===== src/rtl/bram_seq_ctrl_if.sv =====
// rtl/bram_seq_ctrl_if.sv - port bundle between the sequencer and the BR block-RAM wrapper
interface bram_seq_ctrl_if #(
  parameter int ADDR_W = 4,
  parameter int DATA_W = 8
);
  logic              wea;
  logic [ADDR_W-1:0] addra;
  logic [DATA_W-1:0] dina;
  logic [DATA_W-1:0] douta;

  modport master (output wea, output addra, output dina, input douta);
  modport slave  (input wea, input addra, input dina, output douta);
endinterface


===== src/rtl/bram_seq_ctrl.sv =====
// rtl/bram_seq_ctrl.sv - debounced two-button write/read sequencer driving the BR block RAM
module bram_seq_ctrl #(
  parameter int DBNC_CYC = 16,
  parameter int ADDR_W   = 4,
  parameter int DATA_W   = 8
) (
  input  logic              CLK,
  input  logic              CLR_N,
  input  logic [DATA_W-1:0] SW,
  input  logic              BTN_WR,
  input  logic              BTN_RD,
  bram_seq_ctrl_if.master   br,
  output logic [DATA_W-1:0] LED,
  output logic [ADDR_W:0]   CNT,
  output logic              FULL,
  output logic              EMPTY,
  output logic              BUSY
);
  localparam int CW = $clog2(DBNC_CYC + 1);

  typedef enum logic [1:0] {IDLE, WRITE, READ_REQ, READ_CAP} state_t;

  state_t            state, next_state;
  logic [1:0]        btn, sync1, sync2, db, db_d, pulse;
  logic [CW-1:0]     dcnt [2];
  logic [ADDR_W-1:0] wr_ptr, rd_ptr;
  logic [ADDR_W:0]   rd_inc;
  logic [DATA_W-1:0] data_q;
  logic              wr_pulse, rd_pulse;

  assign btn      = {BTN_RD, BTN_WR};
  assign pulse    = db & ~db_d;
  assign wr_pulse = pulse[0];
  assign rd_pulse = pulse[1];

  // Index 0 is the write button, index 1 the read button.
  always_ff @(posedge CLK) begin
    if (!CLR_N) begin
      sync1   <= '0;
      sync2   <= '0;
      db      <= '0;
      db_d    <= '0;
      dcnt[0] <= '0;
      dcnt[1] <= '0;
    end else begin
      sync1 <= btn;
      sync2 <= sync1;
      db_d  <= db;
      for (int i = 0; i < 2; i++) begin
        if (sync2[i] != db[i]) begin
          if (dcnt[i] == CW'(DBNC_CYC - 1)) begin
            db[i]   <= sync2[i];
            dcnt[i] <= '0;
          end else begin
            dcnt[i] <= dcnt[i] + CW'(1);
          end
        end else begin
          dcnt[i] <= '0;
        end
      end
    end
  end

  assign FULL  = (CNT == {1'b1, {ADDR_W{1'b0}}});
  assign EMPTY = (CNT == '0);
  assign BUSY  = (state != IDLE);

  always_ff @(posedge CLK) begin
    if (!CLR_N) state <= IDLE;
    else        state <= next_state;
  end

  // Write takes priority over a same-cycle read; pulses outside IDLE are dropped.
  always_comb begin
    next_state = state;
    br.wea     = 1'b0;
    br.addra   = rd_ptr;
    br.dina    = data_q;
    case (state)
      IDLE: begin
        if (wr_pulse && !FULL)       next_state = WRITE;
        else if (rd_pulse && !EMPTY) next_state = READ_REQ;
      end
      WRITE: begin
        br.wea     = CLR_N;
        br.addra   = wr_ptr;
        next_state = IDLE;
      end
      READ_REQ: next_state = READ_CAP;
      READ_CAP: next_state = IDLE;
      default:  next_state = IDLE;
    endcase
  end

  assign rd_inc = {1'b0, rd_ptr} + {{ADDR_W{1'b0}}, 1'b1};

  always_ff @(posedge CLK) begin
    if (!CLR_N) begin
      wr_ptr <= '0;
      rd_ptr <= '0;
      CNT    <= '0;
      LED    <= '0;
      data_q <= '0;
    end else begin
      case (state)
        IDLE: begin
          if (wr_pulse && !FULL) data_q <= SW;
        end
        WRITE: begin
          wr_ptr <= wr_ptr + ADDR_W'(1);
          CNT    <= CNT + {{ADDR_W{1'b0}}, 1'b1};
        end
        READ_CAP: begin
          // douta reflects the address registered during READ_REQ.
          LED    <= br.douta;
          rd_ptr <= (rd_inc == CNT) ? '0 : rd_inc[ADDR_W-1:0];
        end
        default: ;
      endcase
    end
  end
endmodule


===== src/flat_wrapper.sv =====
// flat-port wrapper written by rule: the top's interface ports become plain ports
module bram_seq_ctrl_flat 
#(
  parameter int DBNC_CYC = 16,
  parameter int ADDR_W   = 4,
  parameter int DATA_W   = 8
)
  (CLK, CLR_N, SW, BTN_WR, BTN_RD, LED, CNT, FULL, EMPTY, BUSY, br_wea, br_addra, br_dina, br_douta);
  bram_seq_ctrl_if #(.ADDR_W(ADDR_W), .DATA_W(DATA_W)) br_i ();
  input  logic CLK;
  input  logic CLR_N;
  input  logic [DATA_W-1:0] SW;
  input  logic BTN_WR;
  input  logic BTN_RD;
  output logic [DATA_W-1:0] LED;
  output logic [ADDR_W:0] CNT;
  output logic FULL;
  output logic EMPTY;
  output logic BUSY;
  output wire logic [$bits(br_i.wea)-1:0] br_wea;
  output wire logic [$bits(br_i.addra)-1:0] br_addra;
  output wire logic [$bits(br_i.dina)-1:0] br_dina;
  input wire logic [$bits(br_i.douta)-1:0] br_douta;
  assign br_wea = br_i.wea;
  assign br_addra = br_i.addra;
  assign br_dina = br_i.dina;
  assign br_i.douta = br_douta;
  bram_seq_ctrl #(.DBNC_CYC(DBNC_CYC), .ADDR_W(ADDR_W), .DATA_W(DATA_W)) u_core (.CLK(CLK), .CLR_N(CLR_N), .SW(SW), .BTN_WR(BTN_WR), .BTN_RD(BTN_RD), .br(br_i), .LED(LED), .CNT(CNT), .FULL(FULL), .EMPTY(EMPTY), .BUSY(BUSY));
endmodule

===== config.mk =====
export PLATFORM = sky130hd
export DESIGN_NAME = bram_seq_ctrl_flat
export DESIGN_NICKNAME = d
export VERILOG_FILES = /design/src/rtl/bram_seq_ctrl_if.sv /design/src/rtl/bram_seq_ctrl.sv /design/src/flat_wrapper.sv
export SDC_FILE = /design/constraint.sdc
export NUM_CORES = 1
export LEC_CHECK = 0
export CAP_MARGIN = 20
export CELL_PAD_IN_SITES_DETAIL_PLACEMENT = 0
export CELL_PAD_IN_SITES_GLOBAL_PLACEMENT = 1
export CORE_UTILIZATION = 38
export CTS_BUF_LIST = sky130_fd_sc_hd__clkbuf_16
export CTS_CLUSTER_SIZE = 8
export DETAILED_ROUTE_END_ITERATION = 16
export MAX_ROUTING_LAYER = met4
export PLACE_DENSITY_LB_ADDON = 0.08
export SYNTH_ARGS = -nofsm -noshare
export SYNTH_HDL_FRONTEND = slang
export SYNTH_SLANG_ARGS = --single-unit

===== constraint.sdc =====
create_clock -name CLK -period 1.8 [get_ports CLK]
set_input_delay 0.36 -clock CLK [delete_from_list [all_inputs] [get_ports CLK]]
set_output_delay 0.36 -clock CLK [all_outputs]
set_load 0.05 [all_outputs]

==> flow_summary.json <==
{
  "outcome": "finished, final reports clean",
  "num-fill-cells": 528,
  "syn_avg_cell_area_um2": 10.1,
  "power_density_mw_per_mm2": 775,
  "antenna_left": 0,
  "power_frac_clock_pct": 44.7,
  "cts-root-buf": "clkbuf_16",
  "clk_pin_slew_worst_paths_ns": 0.06,
  "maxCapViolations": 0,
  "cell_internal_pwr_mw": 1.87,
  "synth_top_family_by_area": "simple AND/OR/NAND/NOR gates",
  "fmax_ghz": 0.567,
  "crit_path_end_kind": "output port",
  "synth_adder_area_share_pct": 4.55,
  "dpl.hpwl_um": 2870,
  "critPathRequiredTime_ns": 1.44,
  "first_global_vias": 1471,
  "synth-compound-area-share_pct": 5.69,
  "ys_ff_latch": 49,
  "vias": 1636,
  "seqCellArea_mm2": 0.00109,
  "antenna_found_initial": 0,
  "cp.arrival_ns": 1.40,
  "period_minus_slack_ns": 1.76,
  "die_area_mm2": 0.00610,
  "final_common_cell": "dfxtp_1",
  "via_per_inst": 4.62,
  "cts_buffers": 5,
  "comb_power_share_pct": 6.1,
  "syn_area_mm2": 0.00220,
  "crit_type": "reg2out",
  "synthToLayoutAreaGrowth_pct": 37.7,
  "io_pins": 49,
  "whs_path_depth": 1,
  "worstSetupStartpointType": "flop",
  "h-tree-depth": 2,
  "crit_path_max_fanout": 6,
  "clock_skew_ns": 0.00341,
  "power_leakage_nw": 1.29,
  "setup-tns-final_ns": 0,
  "switchingPower_uw": 476,
  "finalWeightedCongestion": 0.731,
  "clock_latency_ns": 0.28,
  "cts_buffer_depth": 2,
  "row_count": 27,
  "setup_viol": 0,
  "drive_above_1_share_pct": 23.8,
  "drt_iter0_markers": 42,
  "r2r_cells": 6,
  "antennaDiodeCount": 0,
  "synth-simple-area-share_pct": 23.0,
  "initial_core_util_pct": 39.7,
  "die_w_um": 78.1,
  "synth_xor_area_share_pct": 7.17,
  "wl_per_cell_um": 11.7,
  "drc": 0,
  "cts.sinks": 49,
  "ys_warn_count": 0,
  "multi_input_area_mm2": 0.00112,
  "holdCritPathClass": "reg2reg",
  "fin_ws_ns": 0.0377,
  "routed_wl_um": 4150,
  "fin_crit_sh_pct": 97.9,
  "synth_cell_types": 37,
  "first_pass_iters": 4,
  "peakVddDrop_uv": 505,
  "grt_overflow": 0,
  "synth_cells": 217,
  "io_buffers": 48,
  "seq_area_frac_synth_pct": 49.1,
  "slew_violations": 0,
  "final_cell_mix": "34 x dfxtp_1, 30 x buf_4, 25 x nand2_1",
  "core_area_mm2": 0.00554,
  "post-place-ws_ns": -0.0185,
  "track_usage_pct": 15.0,
  "rsz0062_at_grt": "true",
  "fin_nets": 309,
  "final_hold_viol_count": 0,
  "grt_first_pass_wirelength_um": 6930,
  "die_y_um": 78.1,
  "synthMuxAreaShare_pct": 7.05,
  "pwr-share-seq_pct": 49.2,
  "cts_tree": "done",
  "grt_max_degree": 20,
  "swShare_pct": 20.3
}
## critical path, stage by stage (launching register included)
cell and delay, ns:
dfxtp_1 0.31, and2b_4 0.30, mux2_2 0.35, buf_6 0.15
## flip-flops by register name (all words and copies together), names as in the netlist
| name | flops |
|---|---|
| u_core.CNT | 5 |
| u_core.wr_ptr | 4 |
| u_core.sync1 | 2 |
| u_core.br.dina | 8 |
| u_core.db | 2 |
| u_core.db_d | 2 |
| u_core.LED | 8 |
| u_core.dcnt | 10 |
| u_core.state | 2 |
| u_core.rd_ptr | 4 |
| u_core.sync2 | 2 |
## metal layers
layer / part of all wire [%] / GRT usage (%)
met1: 50 / 19.6
met2: 41 / 21.7
met3: 8.2 / 4.77
met4: 1.0 / 5.56
met5: 0 / -
## metrics by stage
stage / instance area [um2] / cells / hold slack (ns) / util (%) / power (mW)
2_1_floorplan: 2260 / 226 / 0.412 / - / 1.25
3_3_place_gp: 2800 / 344 / 0.421 / 50.6 / 1.32
3_5_place_dp: 2800 / 344 / 0.425 / 50.6 / 1.32
4_1_cts: 2980 / 352 / 0.440 / 53.7 / 2.37
5_1_grt: 3030 / 354 / 0.453 / 54.7 / 2.45
6_report: 3030 / 354 / 0.438 / 54.7 / 2.35
## power by group through the flow
stage / registers, mW / clock network, mW / logic, mW
floorplan: 1.17 / 0 / 0.0804
global placement: 1.18 / 0 / 0.139
detailed placement: 1.18 / 0 / 0.137
CTS: 1.15 / 1.08 / 0.139
global route: 1.16 / 1.13 / 0.158
finish: 1.15 / 1.05 / 0.144
## final timing paths
check        slack, ns                       endpoint                     startpoint
max               0.04                    br_addra[3]   u_core.state[1]$_SDFFE_PN0P_
min               0.44     u_core.sync2[0]$_SDFF_PN0_     u_core.sync1[0]$_SDFF_PN0_
max reg2reg       0.17  u_core.rd_ptr[3]$_SDFFE_PN0N_  u_core.rd_ptr[0]$_SDFFE_PN0N_
min reg2reg       0.44     u_core.sync2[0]$_SDFF_PN0_     u_core.sync1[0]$_SDFF_PN0_
## cells in the mapped netlist, drive strengths merged
| master | number | share of area, % |
|---|---|---|
| dfxtp | 39 | 35 |
| a31oi | 1 | 0.28 |
| conb | 1 | 0.17 |
| nand4 | 4 | 1.1 |
| xor2 | 6 | 2.4 |
| nand2b | 1 | 0.28 |
| nand2 | 25 | 4.3 |
| ha | 8 | 4.6 |
| nor2 | 18 | 3.1 |
| mux2 | 4 | 2.0 |
| and4bb | 1 | 0.74 |
| o21ba | 1 | 0.46 |
| and3 | 2 | 0.57 |
| nor4b | 2 | 0.80 |
| buf | 4 | 1.2 |
| or2 | 1 | 0.28 |
| a21boi | 8 | 2.7 |
| edfxtp | 10 | 14 |
| a21oi | 4 | 0.91 |
| and2 | 15 | 4.3 |
| o21ai | 1 | 0.23 |
| nor3 | 2 | 0.46 |
| mux2i | 11 | 5.0 |
| clkbuf | 5 | 0.85 |
| inv | 7 | 1.2 |
| nand3 | 5 | 1.1 |
| and2b | 1 | 0.34 |
| o2111ai | 1 | 0.68 |
| nor3b | 3 | 1.8 |
| nor2b | 10 | 2.8 |
| a221oi | 1 | 0.40 |
| nand3b | 3 | 1.0 |
| xnor2 | 12 | 4.8 |
## timing repair
item	CTS	global route
endpoints found under the setup margin	13	13
hold buffers	0	0
setup buffers	0	2
gates resized for setup	3	11
## cell type report
type	count	area share, %
Multi-Input combinational cell	161	37.0
Sequential cell	49	36.1
Timing Repair Buffer	57	17.6
Clock buffer	5	4.13
Tap cell	72	2.98
Clock inverter	3	1.40
Inverter	7	0.868
## cells by family (layout without fill, tap and decap cells)
group / Yosys count / after routing
muxes: 15 / 15
buffers and inverters: 16 / 72
DFF: 49 / 49
AOI/OAI and AO/OA: 17 / 17
and+or+nand+nor: 93 / 93
adders and majority gates: 8 / 8
xor gates and xnor gates: 18 / 18
other: 1 / 10
Note: power is estimated with default switching activity, not from simulation.
